[config.mk]
export PLATFORM = sky130hd
export DESIGN_NAME = camera_core
export DESIGN_NICKNAME = d
export VERILOG_FILES = /design/src/rtl/camera_core.sv
export SDC_FILE = /design/constraint.sdc
export NUM_CORES = 2
export LEC_CHECK = 0
export ABC_AREA = 1
export BUFFER_PORTS_ARGS = -buffer_cell sky130_fd_sc_hd__buf_2
export CORE_AREA = 3 3 369 371
export CTS_CLUSTER_DIAMETER = 120
export DETAILED_ROUTE_END_ITERATION = 8
export DIE_AREA = 0 0 372 374
export PLACE_DENSITY_LB_ADDON = 0.1
export SETUP_SLACK_MARGIN = 0.05
export SYNTH_ARGS = -nofsm -noshare
export SYNTH_HDL_FRONTEND = slang
export SYNTH_SLANG_ARGS = --single-unit
[constraint.sdc]
create_clock -name clock_spi_in -period 30.9 [get_ports clock_spi_in]
set_clock_uncertainty 0.05 [all_clocks]
set_input_delay 4.635 -clock clock_spi_in [delete_from_list [all_inputs] [get_ports clock_spi_in]]
set_output_delay 4.635 -clock clock_spi_in [all_outputs]
set_load 0.05 [all_outputs]
[src/rtl/camera_core.sv]
// ---------------------------------------------------------------------------
// camera_core -- synthetic frame capture engine with a byte-read command port.
//
// A 0x20 command fills an internal frame buffer at one byte per clock with a
// ramp pattern offset by a frame counter. 0x21 reports how many unread bytes
// are waiting (saturated at 255). 0x22 pops one byte per operand.
//
// Optional feature (macro CAMERA_CORE_CHECKSUM_EN): keeps a running XOR of
// every byte popped by 0x22 since the last capture start. Opcode 0x23 returns
// that value. Without the macro, 0x23 is treated as an unknown opcode.
//
// Ports:
//   clock_spi_in        single clock, rising edge
//   reset_spi_n_in      asynchronous active-low reset
//   op_code_in[7:0]     command opcode, held for the whole transaction
//   op_code_valid_in    high for the duration of a transaction
//   operand_in[7:0]     operand byte (content unused)
//   operand_valid_in    one pulse (any length) per operand byte
//   operand_count_in    1-based operand index (informational, unused)
//   response_out[7:0]   registered response byte
//   response_valid_out  high from the first response until the transaction ends
// ---------------------------------------------------------------------------
module camera_core #(
   parameter int CAPTURE_X_RESOLUTION = 16,
   parameter int CAPTURE_Y_RESOLUTION = 16
) (
   input  logic        clock_spi_in,
   input  logic        reset_spi_n_in,
   input  logic [7:0]  op_code_in,
   input  logic        op_code_valid_in,
   input  logic [7:0]  operand_in,
   input  logic        operand_valid_in,
   input  logic [31:0] operand_count_in,
   output logic [7:0]  response_out,
   output logic        response_valid_out
);

   localparam int FRAME_BYTES = CAPTURE_X_RESOLUTION * CAPTURE_Y_RESOLUTION;
   // Pointers must be able to hold FRAME_BYTES itself (full / fully written).
   localparam int PTR_W     = $clog2(FRAME_BYTES + 1);
   localparam int IDX_W     = (FRAME_BYTES > 1) ? $clog2(FRAME_BYTES) : 1;
   localparam int MEM_DEPTH = 1 << IDX_W;

   localparam logic [7:0] OP_CAPTURE = 8'h20;
   localparam logic [7:0] OP_AVAIL   = 8'h21;
   localparam logic [7:0] OP_READ    = 8'h22;
   localparam logic [7:0] OP_CSUM    = 8'h23;

   typedef enum logic {IDLE, CAPTURE} state_t;

   state_t           state_q, state_d;
   logic [PTR_W-1:0] wr_q, wr_d;
   logic [PTR_W-1:0] rd_q, rd_d;
   logic [7:0]       fc_q, fc_d;
   logic [7:0]       resp_q, resp_d;
   logic             resp_vld_q, resp_vld_d;
   logic             op_vld_q, opnd_vld_q;
`ifdef CAMERA_CORE_CHECKSUM_EN
   logic [7:0]       cs_q, cs_d;
`endif

   // Frame storage: intentionally not reset; stale data is unreachable
   // because reset zeroes both pointers.
   logic [7:0] buf_mem [0:MEM_DEPTH-1];

   logic             op_evt, opnd_evt, resp_set;
   logic             wr_en;
   logic [7:0]       wr_data, rd_data;
   logic [PTR_W-1:0] avail;

   // Operand count and operand byte carry no information for any opcode.
   logic unused_ok;
   assign unused_ok = ^{operand_in, operand_count_in};

   assign op_evt   = op_code_valid_in & ~op_vld_q;
   assign opnd_evt = operand_valid_in & ~opnd_vld_q & op_code_valid_in;
   assign avail    = wr_q - rd_q;
   assign wr_data  = 8'(wr_q) + fc_q;
   assign rd_data  = buf_mem[IDX_W'(rd_q)];

   always_comb begin
      state_d  = state_q;
      wr_d     = wr_q;
      rd_d     = rd_q;
      fc_d     = fc_q;
      resp_d   = resp_q;
      resp_set = 1'b0;
      wr_en    = 1'b0;
`ifdef CAMERA_CORE_CHECKSUM_EN
      cs_d     = cs_q;
`endif

      if (state_q == CAPTURE) begin
         wr_en = 1'b1;
         wr_d  = wr_q + PTR_W'(1);
         if (wr_q == PTR_W'(FRAME_BYTES - 1)) begin
            state_d = IDLE;
            fc_d    = fc_q + 8'd1;
         end
      end

      // A capture request while already capturing falls through untouched.
      if (op_evt && (op_code_in == OP_CAPTURE) && (state_q == IDLE)) begin
         state_d = CAPTURE;
         wr_d    = '0;
         rd_d    = '0;
`ifdef CAMERA_CORE_CHECKSUM_EN
         cs_d    = 8'h00;
`endif
      end

      if (opnd_evt) begin
         case (op_code_in)
            OP_CAPTURE: ;
            OP_AVAIL: begin
               resp_d   = (32'(avail) > 32'd255) ? 8'hFF : 8'(avail);
               resp_set = 1'b1;
            end
            OP_READ: begin
               resp_set = 1'b1;
               if (avail != '0) begin
                  resp_d = rd_data;
                  rd_d   = rd_q + PTR_W'(1);
`ifdef CAMERA_CORE_CHECKSUM_EN
                  cs_d   = cs_q ^ rd_data;
`endif
               end else begin
                  resp_d = 8'h00;
               end
            end
`ifdef CAMERA_CORE_CHECKSUM_EN
            OP_CSUM: begin
               resp_d   = cs_q;
               resp_set = 1'b1;
            end
`endif
            default: resp_d = 8'h00;
         endcase
      end

      // Sticky for the rest of the transaction, dropped as soon as it ends.
      resp_vld_d = op_code_valid_in & (resp_vld_q | resp_set);
   end

   always_ff @(posedge clock_spi_in or negedge reset_spi_n_in) begin
      if (!reset_spi_n_in) begin
         state_q    <= IDLE;
         wr_q       <= '0;
         rd_q       <= '0;
         fc_q       <= 8'h00;
         resp_q     <= 8'h00;
         resp_vld_q <= 1'b0;
         op_vld_q   <= 1'b0;
         opnd_vld_q <= 1'b0;
`ifdef CAMERA_CORE_CHECKSUM_EN
         cs_q       <= 8'h00;
`endif
      end else begin
         state_q    <= state_d;
         wr_q       <= wr_d;
         rd_q       <= rd_d;
         fc_q       <= fc_d;
         resp_q     <= resp_d;
         resp_vld_q <= resp_vld_d;
         op_vld_q   <= op_code_valid_in;
         opnd_vld_q <= operand_valid_in;
`ifdef CAMERA_CORE_CHECKSUM_EN
         cs_q       <= cs_d;
`endif
      end
   end

   always_ff @(posedge clock_spi_in) begin
      if (wr_en) buf_mem[IDX_W'(wr_q)] <= wr_data;
   end

   assign response_out       = resp_q;
   assign response_valid_out = resp_vld_q;

endmodule

* Word-level counts from Yosys, hierarchy flattened *
Memories as Yosys holds them, arrays and structs flattened.
Cells that the tools add are included.

storage, ports and cells
  register bits = 38
  bits in writable memories = 2,048
  input bits = 52
  output and inout bits = 9
  word-level logic and storage cells = 52
  memories = 1

memory list
  memory   words  width  read ports  clocked after Yosys merged registers in  write ports  line  source
  buf_mem  256    8      1           0                                        1            64    logic [7:0] buf_mem [0:MEM_DEPTH-1];

operators by class
  add/subtract/negate cells = 5
  magnitude comparators = 1
  equality and inequality tests = 4
  mux-type cells = 17
  bitwise operators = 9
  reductions and logical operators = 7

operators with widths
  cell                                                            number
  2-to-1 mux 9 bit                                                6
  equality test 8 x 6 -> 1 bit (second input constant)            3
  case mux 8 bit (3 select lines)                                 1
  adder 9 x 1 -> 9 bit (second input constant)                    2
  2-to-1 mux 8 bit                                                2
  equality test 9 x 8 -> 1 bit (second input constant)            1
  greater-than comparator 9 x 8 -> 1 bit (second input constant)  1
  nonzero test 9 bit                                              1
  subtractor 9 bit                                                1
  adder 8 x 1 -> 8 bit (second input constant)                    1
  adder 8 bit                                                     1
  2-to-1 mux 1 bit                                                8
  AND 1 bit                                                       4
  inverter 1 bit                                                  4
  AND reduction 2 bit                                             2
  logical AND 1 bit                                               2
  nonzero test 2 bit                                              1
  OR reduction 2 bit                                              1
  OR 1 bit                                                        1

* Depth between registers and ports, before layout *
  depth after elaboration = 8
  depth in mapped cells = 21

* Worst setup path before layout *
Ideal clock, no wire load.

  path kind = register -> register
  start = register wr_q[0]
  end = memory buf_mem[0][2], data pin
  setup time = 1.651 ns
  data arrival time = 8.284 ns
  data required time = 29.199 ns
  slack = 20.915 ns
  stages on the path, launching flop included = 5
  buffers on the path = 0
  clock period less this slack = 9.985 ns
  cell sequence = dfrtp_1 ha_1 inv_1 fa_1 xnor2_1

on the way
  longest elaborated chain between the ends = 1

ends and longest elaborated chain
  what                      line  source
  start: declaration        52    logic [PTR_W-1:0] wr_q, wr_d;
  start signal: assignment  160   wr_q <= wr_d;
  adder 8 bit               78    assign wr_data = 8'(wr_q) + fc_q;
  named net wr_data[2]      68    logic [7:0] wr_data, rd_data;
  end: declaration          64

The timed path passes the listed nets, and every way through them passes these cells.

* Worst setup path in the final report *
  start = register resp_q[7] (netlist: response_out[7])
  end = output response_out[7]

RTL lines
  what                      line  source
  start: declaration        55    logic [7:0] resp_q, resp_d;
  start signal: assignment  163   resp_q <= resp_d;
  end: declaration          34    output logic [7:0] response_out,

No word-level cell between the ends.

==> qor.csv <==
metric,value,unit
syn-mean-instance-area,11.65,sq um
worstSetupPathDepth,1,
io_pins,61,
cts_buffer_depth,3,
gp_congestion,0.8631,
hold_path_depth,2,
holdBufCountCts,0,
synth_cell_types,35,
first_pass_iters,9,
cp.buffers_inverters,1,
fin_tns_setup,0,ns
cpPeakStageDelay,0.36,ns
cp-start-kind,flop,
crit_type,reg -> out,
viasPerCell,6.097,
die_y,374,um
io_buffers,20,
rows,134,
seq_area_frac_synth,72.41,%
drtIter0Drc,7072,
drive_gt1_share,5.312,%
drc_errors,0,
ir_drop,0.07959,mV
clock_sinks,2086,
end_kind,primary output,
grt_start_max_net_pins,231,
grt_overflow,0,
leakagePower,32.51,nW
hold_ws,0.4306,ns
status,"complete, no violations",
htree_levels,4,
crit_chain,buf_2,
reg2regPathDepth,15,
cts_buffers,200,
final-max-slew-violation-count,0,
hold_class,reg -> reg,
antenna_found_initial,3,
clkTransAtPathRegs,0.06,ns
root_buffer,clkbuf_16,
arrival,1.47,ns
dpl.hpwl,117.5,mm
yosys_warnings,0,
initial_core_util,64.70,%
maxCapViolations,0,
worstMarginPinSlew,1.201,ns
die_x,372,um
power_density,66.32,nW/um^2
min_period,6.153,ns
post_cts_buffers,0,
syn_inst,7404,
detail-route-antenna-nets,0,
final_hold_viol_count,0,
die_area,139100,sq um
ys_seq_elements,2086,
finalSetupViolations,0,
area_growth,7.769,%
final_design_area_no_fill,92950,sq um
core-area,133300,sq um
fmax,162.5,MHz
rsz0062_at_grt,no,
worstSkewPairLatency,0.85,ns
syn_area,86250,sq um
period_share,19.91,%
cp_data_required_time,26.22,ns
path_max_fanout,2,
routed_wl,216.2,mm
slew_headroom,19.90,%
cp_slowest_cell,dfrtp_1,
syn-num-nets,7480,
placed_area,86800,sq um
wire_per_inst,23.58,um
grt_use_total,31.00,%
final_nets,7305,
cts_resized,0,
grt_pass1_vias,52070,
grt_first_pass_wirelength,322.0,mm
routed-via-count,55900,
crit_family,flip-flops,
cts_tree,yes,
==> state kept, by name (all words and copies together) (netlist names) <==
name,cells
buf_mem,2048
rd_q,9
wr_q,9
fc_q,8
response_out,8
op_vld_q,1
opnd_vld_q,1
response_valid_out,1
state_q,1
==> placed cells by master, fill, tap and decap left out, types with 13 or more instances in the layout <==
master / synthesis / final
xor2_1: 18 / 13
nor2_1: 412 / 411
nand3_1: 1858 / 1858
edfxtp_1: 2048 / 2048
nand2_1: 2203 / 2202
clkbuf_16: 0 / 208
dfrtp_1: 38 / 34
o211ai_1: 16 / 16
clkinv_2: 0 / 35
buf_2: 256 / 20
o21ai_0: 74 / 74
buf_4: 60 / 82
ha_1: 22 / 21
a21oi_1: 42 / 42
inv_1: 136 / 135
clkinv_1: 4 / 61
clkbuf_1: 94 / 52
==> worst paths after layout <==
path,from,endpoint,slack (ns)
setup / recovery,response_out[7],response_out[7],24.75
hold / removal,response_out[3],response_out[3],0.43
setup reg to reg,rd_q[0],response_out[1],25.54
hold reg to reg,response_out[3],response_out[3],0.43
max in group asynchronous,reset_spi_n_in,rd_q[0],26.18
min in group asynchronous,reset_spi_n_in,fc_q[6],3.90
==> per-stage QoR <==
step                worst slack (ns)  power [mW]  util (%)  instances
finish                         24.75       6.164     69.73       9169
global placement               24.04       3.889     65.12       8795
global route                   24.69       6.330     69.73       9166
floorplan                      20.92       3.745         -       7404
detailed placement             23.97       3.905     65.12       8795
CTS                            24.71       6.174     69.73       9166
==> cell usage after synthesis <==
cell type	count	area, sq um
a21oi_1	42	210.2
o211ai_1	16	120.1
edfxtp_1	2048	61500
buf_6	36	405.4
buf_1	36	135.1
nor3b_1	1	7.510
nand3_1	1858	9299
a31oi_1	1	6.260
buf_4	60	450.4
nand4_1	6	37.54
nor4_1	4	25.02
inv_4	1	6.260
dfrtp_1	38	950.9
clkinv_1	4	15.01
fa_1	2	40.04
o21bai_1	1	7.510
nand3b_1	2	15.01
nor2_1	412	1546
inv_1	136	510.5
nor2_4	1	11.26
nand2_1	2203	8269
xnor2_1	8	70.07
o22ai_1	1	6.260
nor3_1	4	20.02
clkbuf_1	94	352.8
nor4_2	2	25.02
o21ai_1	7	35.03
o21ai_0	74	370.4
or2_2	2	12.51
o31ai_1	2	15.01
xor2_1	18	157.7
inv_2	3	11.26
buf_2	256	1281
ha_1	22	275.3
buf_8	3	45.04
==> routing by layer <==
layer | part of all wire (%) | track usage, % | wire length [um]
met1 | 40 | 45.06 | 86040
met4 | 3.3 | 10.32 | 7046
met5 | 0.0056 | 0 | 12
met3 | 9.8 | 6.474 | 21170
met2 | 47 | 47.43 | 101900
==> kinds of logic after synthesis <==
| logic type | share of synthesized area, % |
|---|---|
| AO/OA/AOI/OAI | 0.8937 |
| XOR/XNOR | 0.2640 |
| adder cells (fa/ha/maj) | 0.3656 |
| buffers and inverters | 3.726 |
| flip-flops | 72.41 |
| AND/OR/NAND/NOR | 22.34 |
==> layout make-up <==
class                   count  area, sq um
diodes                      3        7.507
clock buffers             261         5414
clock inverters           110        728.2
fillers                  9319        40340
inverters                 144        581.8
multi-input cells        4689        20700
flip-flops and latches   2086        62460
well taps                1768         2212
repair buffers            108        835.8
==> report_power, final <==
| group | switching, mW | leakage (nW) | internal [mW] |
|---|---|---|---|
| clock network | 1.02 | 3.01 | 1.29 |
| registers | 0.0114 | 19.0 | 3.32 |
| logic | 0.437 | 10.5 | 0.0813 |
| total | 1.47 | 32.5 | 4.70 |
Note: power is estimated with default switching activity, not from simulation.
